### config.mk
export PLATFORM = sky130hd
export DESIGN_NAME = cpu_ad48_trap_unit
export DESIGN_NICKNAME = d
export VERILOG_FILES = /design/src/rtl/cpu_ad48_trap_unit.sv
export SDC_FILE = /design/constraint.sdc
export NUM_CORES = 1
export LEC_CHECK = 0
export CORE_MARGIN = 2
export CORE_UTILIZATION = 28
export CTS_CLUSTER_SIZE = 12
export DETAILED_ROUTE_END_ITERATION = 10
export PLACE_DENSITY = 0.52
export SLEW_MARGIN = 20
export SYNTH_ARGS = -nofsm -noshare
export SYNTH_HDL_FRONTEND = slang
export SYNTH_SLANG_ARGS = --single-unit
export TNS_END_PERCENT = 20
### constraint.sdc
create_clock -name clk -period 4.4 [get_ports clk]
set_clock_uncertainty 0.2 [all_clocks]
set_input_delay 1.32 -clock clk [delete_from_list [all_inputs] [get_ports clk]]
set_output_delay 1.32 -clock clk [all_outputs]
set_load 0.01 [all_outputs]
### src/rtl/cpu_ad48_trap_unit.sv
// Privilege/trap controller for the cpu_ad48 commit stage: CSRs, prioritised IRQs, trap/IRET.
// Build option: define CPU_AD48_TRAP_VECTORED_EN for per-line interrupt vectors (TVEC + 1 + index).
module cpu_ad48_trap_unit #(
    parameter int unsigned XLEN        = 48,
    parameter int unsigned IRQ_LINES   = 8,
    parameter int unsigned TRAP_VECTOR = 64
) (
    input  logic                 clk,
    input  logic                 resetn,
    input  logic [IRQ_LINES-1:0] irq,
    input  logic                 instr_valid,
    input  logic [XLEN-1:0]      pc_in,
    input  logic                 exc_valid,
    input  logic [3:0]           exc_cause,
    input  logic                 iret,
    input  logic                 csr_req,
    input  logic [1:0]           csr_op,
    input  logic [7:0]           csr_addr,
    input  logic [XLEN-1:0]      csr_wdata,
    output logic [XLEN-1:0]      csr_rdata,
    output logic                 trap_take,
    output logic [XLEN-1:0]      trap_target,
    output logic                 iret_take,
    output logic [XLEN-1:0]      iret_target,
    output logic [1:0]           priv_mode,
    output logic [XLEN-1:0]      status
);
    localparam int unsigned ST_W   = 10;
    localparam int unsigned B_MIE  = 6;
    localparam int unsigned B_UPIE = 7;
    localparam int unsigned B_MPIE = 9;

    localparam logic [7:0] A_STATUS  = 8'h00;
    localparam logic [7:0] A_CAUSE   = 8'h01;
    localparam logic [7:0] A_EPC     = 8'h02;
    localparam logic [7:0] A_SCRATCH = 8'h03;
    localparam logic [7:0] A_IE      = 8'h04;
    localparam logic [7:0] A_IP      = 8'h05;
    localparam logic [7:0] A_TVEC    = 8'h06;
    localparam logic [7:0] A_CYCLE   = 8'h10;

    localparam logic [1:0] M_U = 2'd0;
    localparam logic [1:0] M_M = 2'd3;

    localparam logic [1:0] OP_R  = 2'd0;
    localparam logic [1:0] OP_RW = 2'd1;
    localparam logic [1:0] OP_RS = 2'd2;
    localparam logic [1:0] OP_RC = 2'd3;

    logic [ST_W-1:0]      status_q, status_d;
    logic [XLEN-1:0]      cause_q, cause_d, epc_q, epc_d, scratch_q, scratch_d;
    logic [XLEN-1:0]      tvec_q, tvec_d, cycle_q;
    logic [IRQ_LINES-1:0] ie_q, ie_d, ip_q, sync_q, pending;
    logic [1:0]           mode, wmode, wprev;
    logic [3:0]           irq_idx;
    logic                 exc_hit, csr_wr, csr_bad, iret_bad, irq_hit, wr_en;
    logic [XLEN-1:0]      wval, trap_cause;

    assign mode        = status_q[1:0];
    assign pending     = ip_q & ie_q;
    assign exc_hit     = instr_valid & exc_valid;
    assign csr_wr      = instr_valid & csr_req & (csr_op != OP_R);
    assign csr_bad     = instr_valid & csr_req &
                         (((csr_addr != A_CYCLE) & (mode == M_U)) |
                          (csr_wr & ((csr_addr == A_IP) | (csr_addr == A_CYCLE))));
    assign iret_bad    = instr_valid & iret & (mode == M_U);
    assign irq_hit     = instr_valid & (|pending) & ((mode != M_M) | status_q[B_MIE]);
    assign trap_take   = exc_hit | csr_bad | iret_bad | irq_hit;
    assign iret_take   = instr_valid & iret & ~trap_take;
    assign iret_target = epc_q;
    assign wr_en       = csr_wr & ~trap_take & ~iret_take;
    assign priv_mode   = mode;
    assign status      = XLEN'(status_q);

    // CSR read mux, independent of legality
    always_comb begin
        csr_rdata = '0;
        case (csr_addr)
            A_STATUS:  csr_rdata = XLEN'(status_q);
            A_CAUSE:   csr_rdata = cause_q;
            A_EPC:     csr_rdata = epc_q;
            A_SCRATCH: csr_rdata = scratch_q;
            A_IE:      csr_rdata = XLEN'(ie_q);
            A_IP:      csr_rdata = XLEN'(ip_q);
            A_TVEC:    csr_rdata = tvec_q;
            A_CYCLE:   csr_rdata = cycle_q;
            default:   csr_rdata = '0;
        endcase
    end

    // Lowest-numbered pending line wins
    always_comb begin
        irq_idx = '0;
        for (int i = IRQ_LINES - 1; i >= 0; i--) begin
            if (pending[i]) irq_idx = 4'(i);
        end
    end

    always_comb begin
        trap_target = tvec_q;
        trap_cause  = XLEN'(exc_cause);
        if (!exc_hit) begin
            if (csr_bad | iret_bad) begin
                trap_cause = XLEN'(2'd2);
            end else begin
                trap_cause = XLEN'({2'b10, irq_idx});
`ifdef CPU_AD48_TRAP_VECTORED_EN
                trap_target = tvec_q + XLEN'(irq_idx) + XLEN'(1'b1);
`endif
            end
        end
    end

    // Write operand and STATUS field sanitising
    always_comb begin
        case (csr_op)
            OP_RW:   wval = csr_wdata;
            OP_RS:   wval = csr_rdata | csr_wdata;
            OP_RC:   wval = csr_rdata & ~csr_wdata;
            default: wval = csr_rdata;
        endcase
        wmode = wval[1:0];
        if (wmode > mode) wmode = mode;
        if (wmode == 2'd2) wmode = M_U;
        wprev = (wval[3:2] == 2'd2) ? M_U : wval[3:2];
    end

    always_comb begin
        status_d  = status_q;
        cause_d   = cause_q;
        epc_d     = epc_q;
        scratch_d = scratch_q;
        tvec_d    = tvec_q;
        ie_d      = ie_q;
        if (trap_take) begin
            status_d[3:2]    = mode;
            status_d[1:0]    = M_M;
            status_d[B_MPIE] = status_q[B_MIE];
            status_d[B_MIE]  = 1'b0;
            cause_d          = trap_cause;
            epc_d            = pc_in;
        end else if (iret_take) begin
            status_d[1:0]    = status_q[3:2];
            status_d[3:2]    = M_U;
            status_d[B_MIE]  = status_q[B_MPIE];
            status_d[B_MPIE] = 1'b1;
            status_d[B_UPIE] = 1'b1;
        end else if (wr_en) begin
            case (csr_addr)
                A_STATUS:  status_d  = {wval[ST_W-1:4], wprev, wmode};
                A_CAUSE:   cause_d   = wval;
                A_EPC:     epc_d     = wval;
                A_SCRATCH: scratch_d = wval;
                A_IE:      ie_d      = wval[IRQ_LINES-1:0];
                A_TVEC:    tvec_d    = wval;
                default:   ;
            endcase
        end
    end

    always_ff @(posedge clk or negedge resetn) begin
        if (!resetn) begin
            status_q  <= ST_W'(M_M);
            cause_q   <= '0;
            epc_q     <= '0;
            scratch_q <= '0;
            tvec_q    <= XLEN'(TRAP_VECTOR);
            cycle_q   <= '0;
            ie_q      <= '0;
            ip_q      <= '0;
            sync_q    <= '0;
        end else begin
            status_q  <= status_d;
            cause_q   <= cause_d;
            epc_q     <= epc_d;
            scratch_q <= scratch_d;
            tvec_q    <= tvec_d;
            cycle_q   <= cycle_q + XLEN'(1'b1);
            ie_q      <= ie_d;
            sync_q    <= irq;
            ip_q      <= sync_q;
        end
    end
endmodule

# Word level (Yosys, flattened, before mapping)
# Index checks and enable logic that the tools add are counted.
# W data, S select, Z words.
# word_totals
reg_bits	274
in_bits	124
out_inout_bits	196
word_cells	104
# op_classes
n_addsub	1
n_lt_le_gt_ge	1
n_eq_ne	15
muxes	31
bitwise_logic	26
n_reduce_logical	19
# op_table
op	n
$mux W48	8
$pmux W48 S8	1
$pmux W48 S3	1
$add A48 B1 Y48 const B	1
$and A48 B48 Y48	1
$not A48 Y48	1
$or A48 B48 Y48	1
$mux W4	9
$eq A8 B3 Y1 const B	3
$mux W10	2
$eq A8 B2 Y1 const B	2
$reduce_and A4 Y1	4
$and A1 B1 Y1	13
$mux W6	2
$reduce_bool A2 Y1	6
$reduce_and A3 Y1	3
$and A8 B8 Y8	1
$eq A2 B2 Y1 const B	4
$eq A8 B1 Y1 const B	1
$eq A8 B5 Y1 const B	1
$logic_not A8 Y1	1
$mux W2	4
$ne A8 B5 Y1 const B	1
$reduce_or A8 Y1	1
10 further kinds	21

# Logic depth before layout (Yosys ltp)
# Gate-level depths: netlist (run 1).
# logic_depth
depth_word	15
depth_mapped	16
mapped_depth_nobuf	13

# Worst setup path before layout (run 1)
# No wires, ideal clock.
# synth_path
path_type	input -> output
startpoint	input csr_addr[0]
endpoint	output iret_take
arrival_time_ps	2915
required_time_ps	2880
path_slack_ps	-35
cell_stages	9
n_path_buf	3
path_cell_list	buf_2 > nor3_2 > a31oi_1 > o2111ai_2 > and3_1 > buf_6 > inv_4 > buf_2 > nor2_1
# synth_between
elab_chain_len	10
elab_cells_between_ends	13
cone_classes	eq/ne (3); bitwise (10)
# synth_lines
element	line	source
from (decl)	18	input logic [7:0] csr_addr,
$eq A8 B3 Y1 / $eq A8 B5 Y1 (equally long branches)	65	(csr_wr & ((csr_addr == A_IP) | (csr_addr == A_CYCLE))));
$or A1 B1 Y1	65	
$and A1 B1 Y1	65	
$or A1 B1 Y1 (*)	64	(((csr_addr != A_CYCLE) & (mode == M_U)) |
$and A1 B1 Y1 (*)	63	assign csr_bad = instr_valid & csr_req &
$or A1 B1 Y1 (*) (3 in series)	68	assign trap_take = exc_hit | csr_bad | iret_bad | irq_hit;
net trap_take	21	output logic trap_take,
$not A1 Y1 (no line) (*)	-	
$and A1 B1 Y1 (*)	69	assign iret_take = instr_valid & iret & ~trap_take;
to (decl)	23	output logic iret_take,
# Mark *: on every way through the listed nets, which the timed path passes. The rest lies on a longest branch.

# Final worst setup path (run 1)
# layout_path
startpoint	input csr_addr[7]
endpoint	output iret_take
# layout_between
elab_chain_len	10
elab_cells_between_ends	13
cone_classes	eq/ne (3); bitwise (10)
# layout_lines
element	line
$eq A8 B3 Y1 / $eq A8 B5 Y1 (equally long branches)	65
$or A1 B1 Y1	65
$and A1 B1 Y1	65
$or A1 B1 Y1 (*)	64
$and A1 B1 Y1 (*)	63
$or A1 B1 Y1 (*) (3 in series)	68
$not A1 Y1 (no line) (*)	-
$and A1 B1 Y1 (*)	69
# Every way passes the cells marked *; elsewhere a longest branch is shown, timed or not.

==> reports/qor.json, run 1 <==
{
  "outcome": "complete, but fails checks",
  "failed_checks": "negative setup slack",
  "critical_path.slowest_cell": "or4b_4",
  "regToRegEndpoint": "status_q[9]$_DFFE_PN0P_",
  "crit_type": "in -> out",
  "cts_inserted_buffers": 36,
  "global_route_wire_length_before_repair_um": 101000,
  "netlist.area_leader.share": 0.441,
  "worst_slew_pin_slew_ns": 0.812,
  "peakVddDrop_mv": 0.235,
  "grt_start_max_net_pins": 94,
  "cts_hold_repair.buffers": 0,
  "finalSetupViolations": 12,
  "max-cap-violations": 0,
  "r2r_start": "ie_q[7]$_DFFE_PN0P_",
  "first_pass_iters": 5,
  "timing.final.max_slew_violations": 0,
  "clock_tree.htree_level_count": 2,
  "floorplan.initialDensity": 0.285,
  "syn2layout_area_growth_pct": 43.2,
  "period_minus_slack_ns": 4.46,
  "timing.critical_path.cells": "buf_8 -> buf_6 -> or4b_4 -> nor3_4 -> buf_6 -> o21bai_4 -> and3_4 -> inv_6 -> nor2_4 -> buf_6",
  "die_height_um": 238,
  "dr.first_iter.drc_count": 1506,
  "ff2ff_setup_slack_ns": 0.77,
  "rsz0062_at_grt": "yes",
  "total_power_uw": 6850,
  "via_per_inst": 5.59,
  "via_count": 15600,
  "average_routed_wire_per_standard_cell_um": 24.3,
  "synthesis.instances": 1684,
  "cts-root-buf": "clkbuf_16",
  "regArea_mm2": 0.00686,
  "design.portCount": 320,
  "floorplan.core_area_mm2": 0.0540,
  "remaining_drc_errors": 0,
  "fin_util": 0.408,
  "synthDominantAreaCellType": "dfrtp_1",
  "finalHoldViolCount": 0,
  "clock_insertion_delay_worst_skew_ns": 0.57,
  "n_antenna_cell": 0,
  "path_buf_inv": 5,
  "multiInputGateArea_mm2": 0.00828,
  "tns_ns": -0.276,
  "ys_warn_count": 0,
  "wirelength_um": 68000,
  "power.density_cell_area_mw_per_mm2": 311,
  "unique_masters_post_synth": 82,
  "cpMostUsedCell": "buf_6",
  "crit_path_max_incr_delay_ns": 0.55,
  "synth_area_leaders": "dfrtp_1 44%, nand2_1 7.1%, o21ai_0 6.3%",
  "synthFlopType": "dfrtp_1",
  "dieArea_mm2": 0.0568,
  "setup_slack_ns": -0.0645,
  "clkSinkCount": 274,
  "die_width_um": 238,
  "worst_hold_path_type": "reg -> reg",
  "most_frequent_cells_in_the_layout": "287 x nand2_1, 271 x dfrtp_1, 220 x clkdlybuf4s50_1, 192 x o21ai_0, 162 x buf_4",
  "synth_seq_cells": 274,
  "groute.usage.overall": 0.236,
  "first_global_vias": 15700,
  "drive_above_1_share": 0.234,
  "leading_cell_type_in_the_layout_fill_and_taps_excluded": "nand2_1",
  "final_min_period_over_clock_period": 1.01,
  "grt_antenna_before_repair": 0,
  "clockBufferDepth": 3,
  "synth_enable_flop_cells": 0,
  "start_point_of_the_worst_hold_path": "sync_q[4]$_DFF_PN0_",
  "netlist_area_mm2": 0.0154,
  "globalRouteOverflowTotal": 0,
  "min_to": "ip_q[4]$_DFF_PN0_",
  "synth_area_per_cell_um2": 9.13,
  "timing.reg2reg.worst_path_depth": 8,
  "cp.arrival_ns": 2.94,
  "worstSetupEndpointType": "output port",
  "cts_tree": "done",
  "total_leakage_power_uw": 0.00909,
  "worstSetupStartpointType": "primary input",
  "critPathRequiredTime_ns": 2.88,
  "slew_headroom": 0.458,
  "synthArstFlopShare": 1.00,
  "max_freq_mhz": 224,
  "detailed_place_hpwl_um": 45000,
  "clk_transition_reported_paths_ns": 0.06,
  "final.fill_count": 5291,
  "gp_congestion": 0.898,
  "placement_rows": 85,
  "drtAntennaViolNets": 0,
  "ys_seq_area_frac": 0.446,
  "finalNetCount": 2208,
  "worstPathMaxFanout": 5,
  "cpLargestDelayFamily": "simple AND/OR/NAND/NOR gates",
  "port-buffer-count": 281,
  "worst_hold_path.num_cells": 0
}
-- stage by stage --
stage                     cells  hold WS [ns]  instance area (µm²)  worst slack, ns
after global placement     2692         0.134                19900            -1.02
after CTS                  2796         0.148                22000          -0.0597
after floorplan            1721         0.131                15500           0.0147
final                      2798         0.146                22000          -0.0645
after global routing       2798         0.150                22000           -0.110
after detailed placement   2692         0.135                19900            -1.01
-- report_power, final --
group	internal [µW]	total [µW]	switching, µW	leakage, µW
logic	510	1090	582	0.00483
clock network	1780	3020	1240	0.000596
registers	2620	2730	114	0.00366
-- layer usage --
layer,vias to the layer above,track usage,wire length [µm]
met3,115,0.0384,4580
met5,-,0,0
met4,0,0.0648,1510
met2,719,0.384,31700
met1,7858,0.324,30100
li1,6948,-,-
-- worst max-delay path by stage --
stage	end	startpoint	depth (start not counted)	slack, ns
6_report	iret_take	csr_addr[7]	10	-0.06
5_1_grt	iret_take	csr_addr[7]	10	-0.11
4_1_cts	iret_take	csr_addr[6]	10	-0.06
3_5_place_dp	csr_rdata[36]	csr_addr[7]	5	-1.01
3_3_place_gp	csr_rdata[36]	csr_addr[7]	5	-1.02
2_1_floorplan	iret_take	csr_addr[7]	8	0.01
-- area by class of cell --
| class | count | share of cell area |
|---|---|---|
| clock buffer | 44 | 0.0445 |
| inverter | 15 | 0.00278 |
| multi-input combinational | 1258 | 0.376 |
| clock inverter | 16 | 0.00971 |
| timing repair buffer | 495 | 0.216 |
| sequential | 274 | 0.311 |
| tap | 696 | 0.0395 |
-- cells in the mapped netlist, types with 5 or more instances --
| cell type | count |
|---|---|
| buf_2 | 42 |
| nand2_1 | 289 |
| a22oi_1 | 78 |
| nand4_1 | 22 |
| inv_1 | 14 |
| buf_4 | 42 |
| o211ai_1 | 45 |
| a221o_1 | 8 |
| dfrtp_1 | 271 |
| and3_1 | 14 |
| a211oi_1 | 41 |
| nand3b_1 | 45 |
| nor2_1 | 27 |
| o22ai_1 | 38 |
| buf_6 | 7 |
| o21ai_1 | 5 |
| a21oi_1 | 55 |
| nor4_1 | 8 |
| clkbuf_1 | 80 |
| o32ai_1 | 37 |
| and4_1 | 11 |
| xnor2_1 | 38 |
| and2_1 | 8 |
| a22o_1 | 5 |
| nand3_1 | 68 |
| mux2i_1 | 12 |
| a31oi_1 | 5 |
| nor2b_1 | 11 |
| nand2b_1 | 7 |
| mux2_2 | 49 |
| o21ai_0 | 195 |
| o31ai_1 | 6 |
| xor2_1 | 14 |
| nor3_1 | 7 |
-- cell families (layout without fill, tap and decap cells) --
| family | count (synthesis) | after routing | share of synthesized area |
|---|---|---|---|
| compound gates | 556 | 556 | 0.236 |
| buf+inv | 190 | 570 | 0.0636 |
| simple gates | 542 | 543 | 0.173 |
| fa+ha+maj | 4 | 4 | 0.00325 |
| xor+xnor | 52 | 52 | 0.0296 |
| other cells | 1 | 38 | 0.000244 |
| mux | 65 | 65 | 0.0483 |
| flops | 274 | 274 | 0.446 |
-- worst register-to-register path, cell delays in order, from the launching register on --
cell and delay, ns:
dfrtp_1 0.42, a22oi_1 0.47, nand4_1 0.24, a21oi_2 0.28, and3_4 0.26, buf_4 0.58
buf_4 0.70, o2111ai_1 0.23, o21a_1 0.15
-- state kept, by name, summed over array words and instances, names as in the netlist --
name / cells
status_q: 10
cycle_q: 48
sync_q: 8
iret_target: 48
ip_q: 8
ie_q: 8
scratch_q: 48
cause_q: 48
trap_target: 48
-- timing repair --
| action | in CTS | in global routing |
|---|---|---|
| endpoints found under the setup margin | 50 | 44 |
| buffers inserted | 35 | 4 |
| gates resized for setup | 358 | 20 |
| gates cloned | 9 | 0 |
| pin swaps | 59 | 16 |
Note: power is estimated with default switching activity, not from simulation.
==> inputs of run 2 (changes only) <==
--- a/config.mk
+++ b/config.mk
@@ -9,6 +9,7 @@
 export CORE_UTILIZATION = 28
 export CTS_CLUSTER_SIZE = 12
 export DETAILED_ROUTE_END_ITERATION = 10
+export HOLD_SLACK_MARGIN = 0.05
 export PLACE_DENSITY = 0.52
 export SLEW_MARGIN = 20
 export SYNTH_ARGS = -nofsm -noshare
==> results of run 2 <==
Final layout, timing and power as in run 1 (identical DEF).
